File: config.mk
export PLATFORM = sky130hd
export DESIGN_NAME = hamming_secded_pipe
export DESIGN_NICKNAME = d
export VERILOG_FILES = /design/src/rtl/hamming_secded_pipe_if.sv /design/src/rtl/hamming_secded_pipe.sv
export SDC_FILE = /design/constraint.sdc
export NUM_CORES = 1
export LEC_CHECK = 0
export CORE_MARGIN = 2
export CORE_UTILIZATION = 39
export DETAILED_ROUTE_END_ITERATION = 10
export DONT_BUFFER_PORTS = 1
export GPL_TIMING_DRIVEN = 0
export HOLD_SLACK_MARGIN = 0.12
export PLACE_DENSITY = 0.5
export SLEW_MARGIN = 20
export SYNTH_ARGS = -nofsm -noshare
export SYNTH_HDL_FRONTEND = slang
export SYNTH_SLANG_ARGS = --single-unit
File: constraint.sdc
create_clock -name clk_i -period 2.5 [get_ports clk_i]
set_input_delay 0.375 -clock clk_i [delete_from_list [all_inputs] [get_ports clk_i]]
set_output_delay 0.375 -clock clk_i [all_outputs]
set_load 0.005 [all_outputs]
File: src/rtl/hamming_secded_pipe_if.sv
// rtl/hamming_secded_pipe_if.sv - beat handshake bundle for the SECDED encode/decode pipeline
interface hamming_secded_pipe_if #(
   parameter int CODED_WIDTH = 39,
   parameter int ADDR_WIDTH  = 6
);
   logic                   in_valid;
   logic                   in_ready;
   logic                   mode;
   logic [CODED_WIDTH-1:0] in_data;
   logic                   out_valid;
   logic                   out_ready;
   logic [CODED_WIDTH-1:0] out_data;
   logic                   out_mode;
   logic                   out_single_err;
   logic                   out_double_err;
   logic [ADDR_WIDTH-1:0]  out_syndrome;

   modport master (
      output in_valid, mode, in_data, out_ready,
      input  in_ready, out_valid, out_data, out_mode, out_single_err, out_double_err, out_syndrome
   );

   modport slave (
      input  in_valid, mode, in_data, out_ready,
      output in_ready, out_valid, out_data, out_mode, out_single_err, out_double_err, out_syndrome
   );
endinterface

File: src/rtl/hamming_secded_pipe.sv
// rtl/hamming_secded_pipe.sv - two-stage Hamming SECDED encoder/decoder with saturating error counters
module hamming_secded_pipe_core #(
   parameter int DATA_WIDTH  = 32,
   parameter int CNT_WIDTH   = 16,
   parameter int ADDR_WIDTH  = 6,
   parameter int CODED_WIDTH = 39
) (
   input  logic                    clk_i,
   input  logic                    rst_i,
   hamming_secded_pipe_if.slave    bus,
   input  logic                    clear_counts_i,
   output logic [CNT_WIDTH-1:0]    corr_count_o,
   output logic [CNT_WIDTH-1:0]    uncorr_count_o
);
   function automatic logic [ADDR_WIDTH-1:0] syndrome(input logic [CODED_WIDTH-1:0] cw);
      logic [ADDR_WIDTH-1:0] s;
      s = '0;
      for (int j = 1; j < CODED_WIDTH; j++) begin
         if (cw[j]) s = s ^ ADDR_WIDTH'(j);
      end
      return s;
   endfunction

   // Parity bit i is exactly bit i of the syndrome of the data-only word.
   function automatic logic [CODED_WIDTH-1:0] encode(input logic [DATA_WIDTH-1:0] data);
      logic [CODED_WIDTH-1:0] cw;
      logic [DATA_WIDTH-1:0]  rest;
      logic [ADDR_WIDTH-1:0]  par;
      cw   = '0;
      rest = data;
      for (int j = 1; j < CODED_WIDTH; j++) begin
         if ((j & (j - 1)) != 0) begin
            cw[j] = rest[0];
            rest  = rest >> 1;
         end
      end
      par = syndrome(cw);
      for (int i = 0; i < ADDR_WIDTH; i++) cw[1 << i] = par[i];
      cw[0] = ^cw[CODED_WIDTH-1:1];
      return cw;
   endfunction

   function automatic logic [DATA_WIDTH-1:0] extract(input logic [CODED_WIDTH-1:0] cw);
      logic [DATA_WIDTH-1:0] d;
      d = '0;
      for (int j = CODED_WIDTH - 1; j >= 1; j--) begin
         if ((j & (j - 1)) != 0) d = (d << 1) | DATA_WIDTH'(cw[j]);
      end
      return d;
   endfunction

   logic                   s1_valid_q, s1_valid_d;
   logic                   s1_mode_q, s1_mode_d;
   logic [CODED_WIDTH-1:0] s1_data_q, s1_data_d;
   logic [ADDR_WIDTH-1:0]  s1_syn_q, s1_syn_d;
   logic                   s1_ovr_q, s1_ovr_d;
   logic                   out_valid_q, out_valid_d;
   logic                   out_mode_q, out_mode_d;
   logic [CODED_WIDTH-1:0] out_data_q, out_data_d;
   logic                   out_single_q, out_single_d;
   logic                   out_double_q, out_double_d;
   logic [ADDR_WIDTH-1:0]  out_syn_q, out_syn_d;
   logic [CNT_WIDTH-1:0]   corr_q, corr_d;
   logic [CNT_WIDTH-1:0]   uncorr_q, uncorr_d;
   logic                   advance;
   logic                   is_single;
   logic                   is_double;
   logic                   dec_done;
   logic [CODED_WIDTH-1:0] fixed;

   always_comb begin
      advance      = !out_valid_q || bus.out_ready;
      s1_valid_d   = s1_valid_q;
      s1_mode_d    = s1_mode_q;
      s1_data_d    = s1_data_q;
      s1_syn_d     = s1_syn_q;
      s1_ovr_d     = s1_ovr_q;
      out_valid_d  = out_valid_q;
      out_mode_d   = out_mode_q;
      out_data_d   = out_data_q;
      out_single_d = out_single_q;
      out_double_d = out_double_q;
      out_syn_d    = out_syn_q;
      is_single    = s1_ovr_q && (int'(s1_syn_q) < CODED_WIDTH);
      is_double    = (!s1_ovr_q && (s1_syn_q != '0)) || (s1_ovr_q && (int'(s1_syn_q) >= CODED_WIDTH));
      fixed        = is_single ? (s1_data_q ^ (CODED_WIDTH'(1) << s1_syn_q)) : s1_data_q;

      if (advance) begin
         s1_valid_d = bus.in_valid;
         if (bus.in_valid) begin
            s1_mode_d = bus.mode;
            s1_data_d = bus.in_data;
            s1_syn_d  = syndrome(bus.in_data);
            s1_ovr_d  = ^bus.in_data;
         end
         out_valid_d = s1_valid_q;
         if (s1_valid_q) begin
            out_mode_d = s1_mode_q;
            if (s1_mode_q) begin
               out_data_d   = CODED_WIDTH'(extract(fixed));
               out_single_d = is_single;
               out_double_d = is_double;
               out_syn_d    = s1_syn_q;
            end else begin
               out_data_d   = encode(s1_data_q[DATA_WIDTH-1:0]);
               out_single_d = 1'b0;
               out_double_d = 1'b0;
               out_syn_d    = '0;
            end
         end
      end

      // Only decode beats actually handed downstream are counted; clear wins.
      dec_done = out_valid_q && bus.out_ready && out_mode_q;
      corr_d   = corr_q;
      uncorr_d = uncorr_q;
      if (clear_counts_i) begin
         corr_d   = '0;
         uncorr_d = '0;
      end else begin
         if (dec_done && out_single_q && (corr_q != '1)) corr_d = corr_q + CNT_WIDTH'(1);
         if (dec_done && out_double_q && (uncorr_q != '1)) uncorr_d = uncorr_q + CNT_WIDTH'(1);
      end
   end

   always_ff @(posedge clk_i) begin
      if (rst_i) begin
         s1_valid_q   <= 1'b0;
         s1_mode_q    <= 1'b0;
         s1_data_q    <= '0;
         s1_syn_q     <= '0;
         s1_ovr_q     <= 1'b0;
         out_valid_q  <= 1'b0;
         out_mode_q   <= 1'b0;
         out_data_q   <= '0;
         out_single_q <= 1'b0;
         out_double_q <= 1'b0;
         out_syn_q    <= '0;
         corr_q       <= '0;
         uncorr_q     <= '0;
      end else begin
         s1_valid_q   <= s1_valid_d;
         s1_mode_q    <= s1_mode_d;
         s1_data_q    <= s1_data_d;
         s1_syn_q     <= s1_syn_d;
         s1_ovr_q     <= s1_ovr_d;
         out_valid_q  <= out_valid_d;
         out_mode_q   <= out_mode_d;
         out_data_q   <= out_data_d;
         out_single_q <= out_single_d;
         out_double_q <= out_double_d;
         out_syn_q    <= out_syn_d;
         corr_q       <= corr_d;
         uncorr_q     <= uncorr_d;
      end
   end

   assign bus.in_ready       = advance;
   assign bus.out_valid      = out_valid_q;
   assign bus.out_mode       = out_mode_q;
   assign bus.out_data       = out_data_q;
   assign bus.out_single_err = out_single_q;
   assign bus.out_double_err = out_double_q;
   assign bus.out_syndrome   = out_syn_q;
   assign corr_count_o       = corr_q;
   assign uncorr_count_o     = uncorr_q;
endmodule

module hamming_secded_pipe #(
   parameter int  DATA_WIDTH  = 32,
   parameter int  CNT_WIDTH   = 16,
   // Smallest P with 2**P >= DATA_WIDTH+P+1, refined from the lower bound clog2(DATA_WIDTH+1).
   localparam int ADDR_WIDTH  = $clog2(DATA_WIDTH + $clog2(DATA_WIDTH + 1) + 1),
   localparam int CODED_WIDTH = DATA_WIDTH + ADDR_WIDTH + 1
) (
   input  logic                   clk_i,
   input  logic                   rst_i,
   input  logic                   in_valid_i,
   output logic                   in_ready_o,
   input  logic                   mode_i,
   input  logic [CODED_WIDTH-1:0] in_data_i,
   output logic                   out_valid_o,
   input  logic                   out_ready_i,
   output logic [CODED_WIDTH-1:0] out_data_o,
   output logic                   out_mode_o,
   output logic                   out_single_err_o,
   output logic                   out_double_err_o,
   output logic [ADDR_WIDTH-1:0]  out_syndrome_o,
   input  logic                   clear_counts_i,
   output logic [CNT_WIDTH-1:0]   corr_count_o,
   output logic [CNT_WIDTH-1:0]   uncorr_count_o
);
   hamming_secded_pipe_if #(.CODED_WIDTH(CODED_WIDTH), .ADDR_WIDTH(ADDR_WIDTH)) bus ();

   assign bus.in_valid      = in_valid_i;
   assign bus.mode          = mode_i;
   assign bus.in_data       = in_data_i;
   assign bus.out_ready     = out_ready_i;
   assign in_ready_o        = bus.in_ready;
   assign out_valid_o       = bus.out_valid;
   assign out_data_o        = bus.out_data;
   assign out_mode_o        = bus.out_mode;
   assign out_single_err_o  = bus.out_single_err;
   assign out_double_err_o  = bus.out_double_err;
   assign out_syndrome_o    = bus.out_syndrome;

   hamming_secded_pipe_core #(
      .DATA_WIDTH (DATA_WIDTH),
      .CNT_WIDTH  (CNT_WIDTH),
      .ADDR_WIDTH (ADDR_WIDTH),
      .CODED_WIDTH(CODED_WIDTH)
   ) u_core (
      .clk_i         (clk_i),
      .rst_i         (rst_i),
      .bus           (bus),
      .clear_counts_i(clear_counts_i),
      .corr_count_o  (corr_count_o),
      .uncorr_count_o(uncorr_count_o)
   );
endmodule

Word level (Yosys, flattened, before mapping) --
Index checks and enable logic that the tools add are counted.
Storage, ports and cells: register bits 129, memory bits (read-only) 0, latch bits 0, RAM bits 0, logic and storage cells 573, bits of input ports 45, memories 0, output and inout port bits 82
Cells by class: equal/unequal tests 2, multipliers 0, shifts and indexed selects 1, $lt $le $gt $ge 2, reduce and logical (&&, ||, !) cells 19, muxes and demuxes 434, bitwise gates (word level) 100, divide/modulo/power cells 0, add/subtract/negate cells 2
Operator list (number):
- two-way mux 6 bit | 187
- two-way mux 5 bit | 34
- two-way mux 1 bit | 102
- two-way mux 31 bit | 3
- two-way mux 30 bit | 3
- two-way mux 29 bit | 3
- two-way mux 28 bit | 3
- two-way mux 27 bit | 3
- two-way mux 26 bit | 3
- two-way mux 39 bit | 2
- inverter 3 bit | 26
- two-way mux 25 bit | 3
- two-way mux 24 bit | 3
- two-way mux 4 bit | 18
- two-way mux 23 bit | 3
- two-way mux 22 bit | 3
- two-way mux 21 bit | 3
- two-way mux 20 bit | 3
- two-way mux 19 bit | 3
- two-way mux 18 bit | 3
- two-way mux 17 bit | 3
- inverter 2 bit | 25
- two-way mux 16 bit | 3
- two-way mux 15 bit | 3
- 58 further kinds | 115

Logic depth before layout (Yosys ltp) --
word-level depth 164, gate-level depth with buffers 8, depth with buffers taken out 8

Worst setup path after synthesis --
No wires, ideal clock.
kind reg2reg, start register u_core.s1_data_q[12], end register u_core.out_data_q[0] (netlist: u_core.bus.out_data[0]), buffers on the path 1, required time 2.414 ns, stages on the path, launching flop included 9, data arrival time 2.094 ns, library setup time 0.086 ns, slack 0.320 ns, clock period less this slack 2.180 ns, path through dfxtp_1 clkbuf_1 xnor2_1 xnor3_1 xnor2_2 xnor3_1 xnor2_1 xnor2_1 a221oi_2
Between the ends: longest elaborated chain between the ends 98, elaborated cells between the ends (all ways) 101, those cells by class 84 x mux; 16 x bitwise; 1 x reduce/logical
RTL lines:
- from (decl) | RTL line hamming_secded_pipe.sv:54 | logic [CODED_WIDTH-1:0] s1_data_q, s1_data_d;
- from (signal assigned) | RTL line hamming_secded_pipe.sv:144 | s1_data_q <= s1_data_d;
- two-way mux 1 bit * | RTL line hamming_secded_pipe.sv:99 | if (s1_mode_q) begin
- two-way mux 1 bit * | RTL line hamming_secded_pipe.sv:97 | if (s1_valid_q) begin
- two-way mux 1 bit * | RTL line hamming_secded_pipe.sv:88 | if (advance) begin
- two-way mux 5 bit | RTL line hamming_secded_pipe.sv:19 | if (cw[j]) s = s ^ ADDR_WIDTH'(j);
- two-way mux 6 bit | RTL line hamming_secded_pipe.sv:99
- two-way mux 6 bit | RTL line hamming_secded_pipe.sv:97
- two-way mux 6 bit | RTL line hamming_secded_pipe.sv:88
- inverter 3 bit (no line)
- [... 82 more ...]
- two-way mux 6 bit | RTL line hamming_secded_pipe.sv:97
- two-way mux 6 bit | RTL line hamming_secded_pipe.sv:88
- two-way mux 6 bit | RTL line hamming_secded_pipe.sv:19
- two-way mux 6 bit | RTL line hamming_secded_pipe.sv:99
- two-way mux 6 bit | RTL line hamming_secded_pipe.sv:97
- two-way mux 6 bit | RTL line hamming_secded_pipe.sv:88
- XOR reduction 38 bit * | RTL line hamming_secded_pipe.sv:39 | cw[0] = ^cw[CODED_WIDTH-1:1];
- two-way mux 39 bit * | RTL line hamming_secded_pipe.sv:99
- to (signal assigned) | RTL line hamming_secded_pipe.sv:149 | out_data_q <= out_data_d;
- to (decl) | RTL line hamming_secded_pipe.sv:59 | logic [CODED_WIDTH-1:0] out_data_q, out_data_d;
Mark *: on every way between the ends. The rest lies on a longest branch, timed or not. The select of a mux whose other input is x is not followed. A chain may end at the register's enable or synchronous reset.

Worst setup path after layout --
start register u_core.s1_data_q[25], end register u_core.out_data_q[0] (netlist: u_core.bus.out_data[0])
Between the ends: longest elaborated chain between the ends 36, elaborated cells between the ends (all ways) 39, those cells by class 32 x mux; 6 x bitwise; 1 x reduce/logical
RTL lines (RTL line):
- two-way mux 1 bit * | hamming_secded_pipe.sv:99
- two-way mux 1 bit * | hamming_secded_pipe.sv:97
- two-way mux 1 bit * | hamming_secded_pipe.sv:88
- two-way mux 5 bit | hamming_secded_pipe.sv:19
- two-way mux 6 bit | hamming_secded_pipe.sv:99
- two-way mux 6 bit | hamming_secded_pipe.sv:97
- two-way mux 6 bit | hamming_secded_pipe.sv:88
- inverter 2 bit (no line) or two-way mux 6 bit (tied branches)
- [... 20 more ...]
- two-way mux 6 bit, on equally long branches | hamming_secded_pipe.sv:97, hamming_secded_pipe.sv:88
- two-way mux 6 bit or inverter 3 bit (tied branches)
- two-way mux 6 bit | hamming_secded_pipe.sv:19
- two-way mux 6 bit | hamming_secded_pipe.sv:99
- two-way mux 6 bit | hamming_secded_pipe.sv:97
- two-way mux 6 bit | hamming_secded_pipe.sv:88
- XOR reduction 38 bit * | hamming_secded_pipe.sv:39
- two-way mux 39 bit * | hamming_secded_pipe.sv:99
Marked as above.

==> flow_metrics.py <==
metrics = {
    "sta": {
        "fin_crit_sh_pct": 96.0,
        "drv_slew": 0,
        "rsz0062_at_grt": "no",
        "worstMarginPinSlew_ns": 0.699,
        "setup_slack_ns": 0.0989,
        "max_freq_mhz": 416,
        "min_period_ns": 2.40,
        "report.final.setup_viol": 0,
        "finalHoldViolations": 0,
        "fin_skew_ns": 0.00546,
        "slew_headroom_pct": 53.4,
    },
    "drt": {
        "route.detailed.drc": 0,
        "drt-pass1-iter-count": 5,
        "avgRoutedWirePerCell_um": 19.0,
        "routed_wirelength_um": 21600,
        "drt-vias-per-instance": 5.32,
        "drt_iter0_drc": 414,
        "vias": 6034,
        "ant_nets": 0,
    },
    "power": {
        "p_leak_nw": 2.74,
        "p_per_area_nw_per_um2": 794,
        "ir_drop_mv": 0.481,
    },
    "placement": {
        "dpl_cell_area_um2": 7140,
        "gp_congestion": 0.901,
        "place_hpwl_um": 16500,
        "portBuffers": 0,
        "pre_cts_ws_ns": -0.00873,
    },
    "setup_path": {
        "cp-end-kind": "flop",
        "crit_type": "reg2reg",
        "required_ns": 2.82,
        "start_kind": "flop",
        "crit_fanout": 5,
        "max_stage_delay_ns": 0.57,
        "worstPathArrival_ns": 2.72,
        "path_cells": "xnor2_1 -> xnor2_2 -> xnor2_1 -> xnor3_1 -> xnor2_1 -> xnor2_1 -> a221oi_2",
        "critical_path.slowest_cell": "dfxtp_1",
        "crit_top_cell": "xnor2_1",
    },
    "clocking": {
        "clk_latency_ns": 0.42,
        "cts_max_level": 4,
        "cts.sinks": 128,
        "cts_buffers": 17,
        "cts_setup_buffers": 0,
        "cts.reportedPaths.clkPinSlew_ns": 0.06,
        "cts_buffer_depth": 2,
        "cts_root_buf": "clkbuf_16",
        "cts_tree": "built",
    },
    "floorplan": {
        "die_area_um2": 18700,
        "initial_utilization_pct": 39.8,
        "die_h_um": 137,
        "core.rowCount": 48,
        "coreArea_um2": 17200,
        "ios": 127,
        "die_x_um": 137,
    },
    "final_layout": {
        "layout-drive-gt1-share_pct": 4.62,
        "design_area_um2": 8050,
        "fillers": 1696,
        "post-route-util_pct": 46.7,
        "n_antenna_cell": 0,
        "syn2layout_area_growth_pct": 17.5,
        "layout.nets": 944,
    },
    "global_route": {
        "antenna_found_initial": 0,
        "grt_first_pass_wirelength_um": 33500,
        "grt_start_max_net_pins": 17,
        "grt_pass1_vias": 5932,
        "grtUsageTotal_pct": 23.9,
        "grt_overflow": 0,
    },
    "synth": {
        "synth_nets": 897,
        "ys_warn_count": 0,
        "synth-async-reset-ratio_pct": 0,
        "synthFlopType": "dfxtp_1",
        "synth_seq_area_share_pct": 37.4,
        "synth_enable_flop_cells": 0,
        "syn-cell-area_um2": 6850,
        "synth_cell_type_count": 40,
        "syn_avg_cell_area_um2": 8.06,
        "ys_ff_latch": 128,
        "synthCells": 850,
    },
    "worst_hold_path": {
        "hold_path_class": "in2reg",
    },
    "job": {
        "cap_violations": 0,
    },
    "status": {
        "status": "completed",
    },
}
registers in the layout, summed over array words and instances (netlist names):
register	count
u_core.bus.out_valid	1
u_core.bus.out_syndrome	6
u_core.bus.out_double_err	1
u_core.s1_syn_q	6
u_core.bus.out_single_err	1
u_core.uncorr_count_o	16
u_core.s1_valid_q	1
u_core.s1_data_q	38
u_core.s1_ovr_q	1
u_core.bus.out_mode	1
u_core.s1_mode_q	1
u_core.bus.out_data	39
u_core.corr_count_o	16
area by class of cell:
type | instances | area [um2] | area share (%)
Buffer | 55 | 208 | 2.58
Clock buffer | 19 | 443 | 5.50
Clock inverter | 12 | 166 | 2.07
Inverter | 2 | 7.51 | 0.0933
Multi-Input combinational cell | 662 | 4070 | 50.5
Sequential cell | 128 | 2570 | 31.9
Tap cell | 225 | 282 | 3.50
Timing Repair Buffer | 31 | 310 | 3.85
cell families (layout without fill, tap and decap cells):
family	after synthesis	count (layout)	share of synthesized area [%]
and+or+nand+nor	338	338	22.0
xor gates and xnor gates	179	179	24.4
AOI/OAI and AO/OA	140	140	12.1
DFF	128	128	37.4
buffers and inverters	60	119	3.30
muxes	3	3	0.438
adders and majority gates	2	2	0.365
layer usage:
| layer | track usage, % | wire length, um | vias to the layer above |
|---|---|---|---|
| met3 | 5.93 | 1510 | 31 |
| met4 | 7.75 | 464 | 0 |
| li1 | - | - | 2939 |
| met1 | 32.4 | 9870 | 2846 |
| met2 | 37.3 | 9750 | 218 |
| met5 | 0 | 0 | - |
cells in the mapped netlist (2+ instances only):
library cell	count	area share, %
nand2_1	134	7.3
dfxtp_1	128	37
xnor2_1	117	15
nor2_1	104	5.7
a21oi_1	85	6.2
xor2_1	53	6.8
clkbuf_1	51	2.8
nand3_1	31	2.3
o21ai_0	16	1.2
or3_1	13	1.2
a311oi_1	12	1.5
a211oi_1	11	1.2
nand3b_1	10	1.1
nor3b_1	9	0.99
and3_1	8	0.73
and2_1	7	0.64
nand4_1	7	0.64
buf_1	6	0.33
a221oi_1	5	0.64
nor2b_1	4	0.37
nor3_1	4	0.29
xnor2_2	4	0.95
xnor3_1	4	1.3
mux2i_1	3	0.44
a222oi_1	2	0.29
a31oi_1	2	0.18
a32oi_1	2	0.26
and4_1	2	0.26
ha_1	2	0.37
inv_1	2	0.11
o211ai_1	2	0.22
or2_2	2	0.18
cells in the final DEF, fill, tap and decap left out, drive strengths merged, types with 12 or more instances in the layout:
cell type | netlist | routed
nor2 | 104 | 104
or3 | 13 | 13
a311oi | 12 | 12
xnor2 | 122 | 122
o21ai | 16 | 16
nand3 | 31 | 31
nand2 | 134 | 134
dlygate4sd3 | 0 | 31
a21oi | 85 | 85
dfxtp | 128 | 128
xor2 | 53 | 53
clkbuf | 51 | 67
power by group:
part / switching, mW / leakage (nW) / internal [mW] / total (mW)
Clock: 0.911 / 0.302 / 1.68 / 2.59
Sequential: 0.122 / 1.04 / 2.15 / 2.27
Combinational: 0.836 / 1.40 / 0.701 / 1.54
critical path, delay by kind of cell, from the launching register on:
| family | cells | cell delay (ns) |
|---|---|---|
| AO/OA/AOI/OAI | 1 | 0.28 |
| XOR/XNOR | 6 | 1.47 |
| flip-flops | 1 | 0.57 |
through the flow:
step | setup TNS (ns) | hold WS (ns) | std cells | power [mW]
floorplan | 0 | 0.448 | 850 | 3.44
global placement | 0 | 0.462 | 1075 | 3.78
detailed placement | -0.00873 | 0.468 | 1075 | 3.80
CTS | 0 | 0.123 | 1136 | 6.43
global route | 0 | 0.127 | 1134 | 6.70
finish | 0 | 0.137 | 1134 | 6.39
timing repair:
action	in CTS	in global routing
hold buffers	31	0
resized for setup	1	3
endpoints found under the setup margin	1	1
pin swaps	0	1
endpoints found under the hold margin	31	0
path summary, 6_finish.rpt:
path / startpoint / endpoint / slack, ns / depth (start not counted)
max: u_core.s1_data_q[25] / u_core.bus.out_data[0] / 0.1 / 7
min: in_data_i[30] / u_core.s1_data_q[30] / 0.14 / 2
max reg2reg: u_core.s1_data_q[25] / u_core.bus.out_data[0] / 0.1 / 7
min reg2reg: u_core.bus.out_data[8] / u_core.bus.out_data[8] / 0.47 / 2
Power figures use the tool's default switching activity.
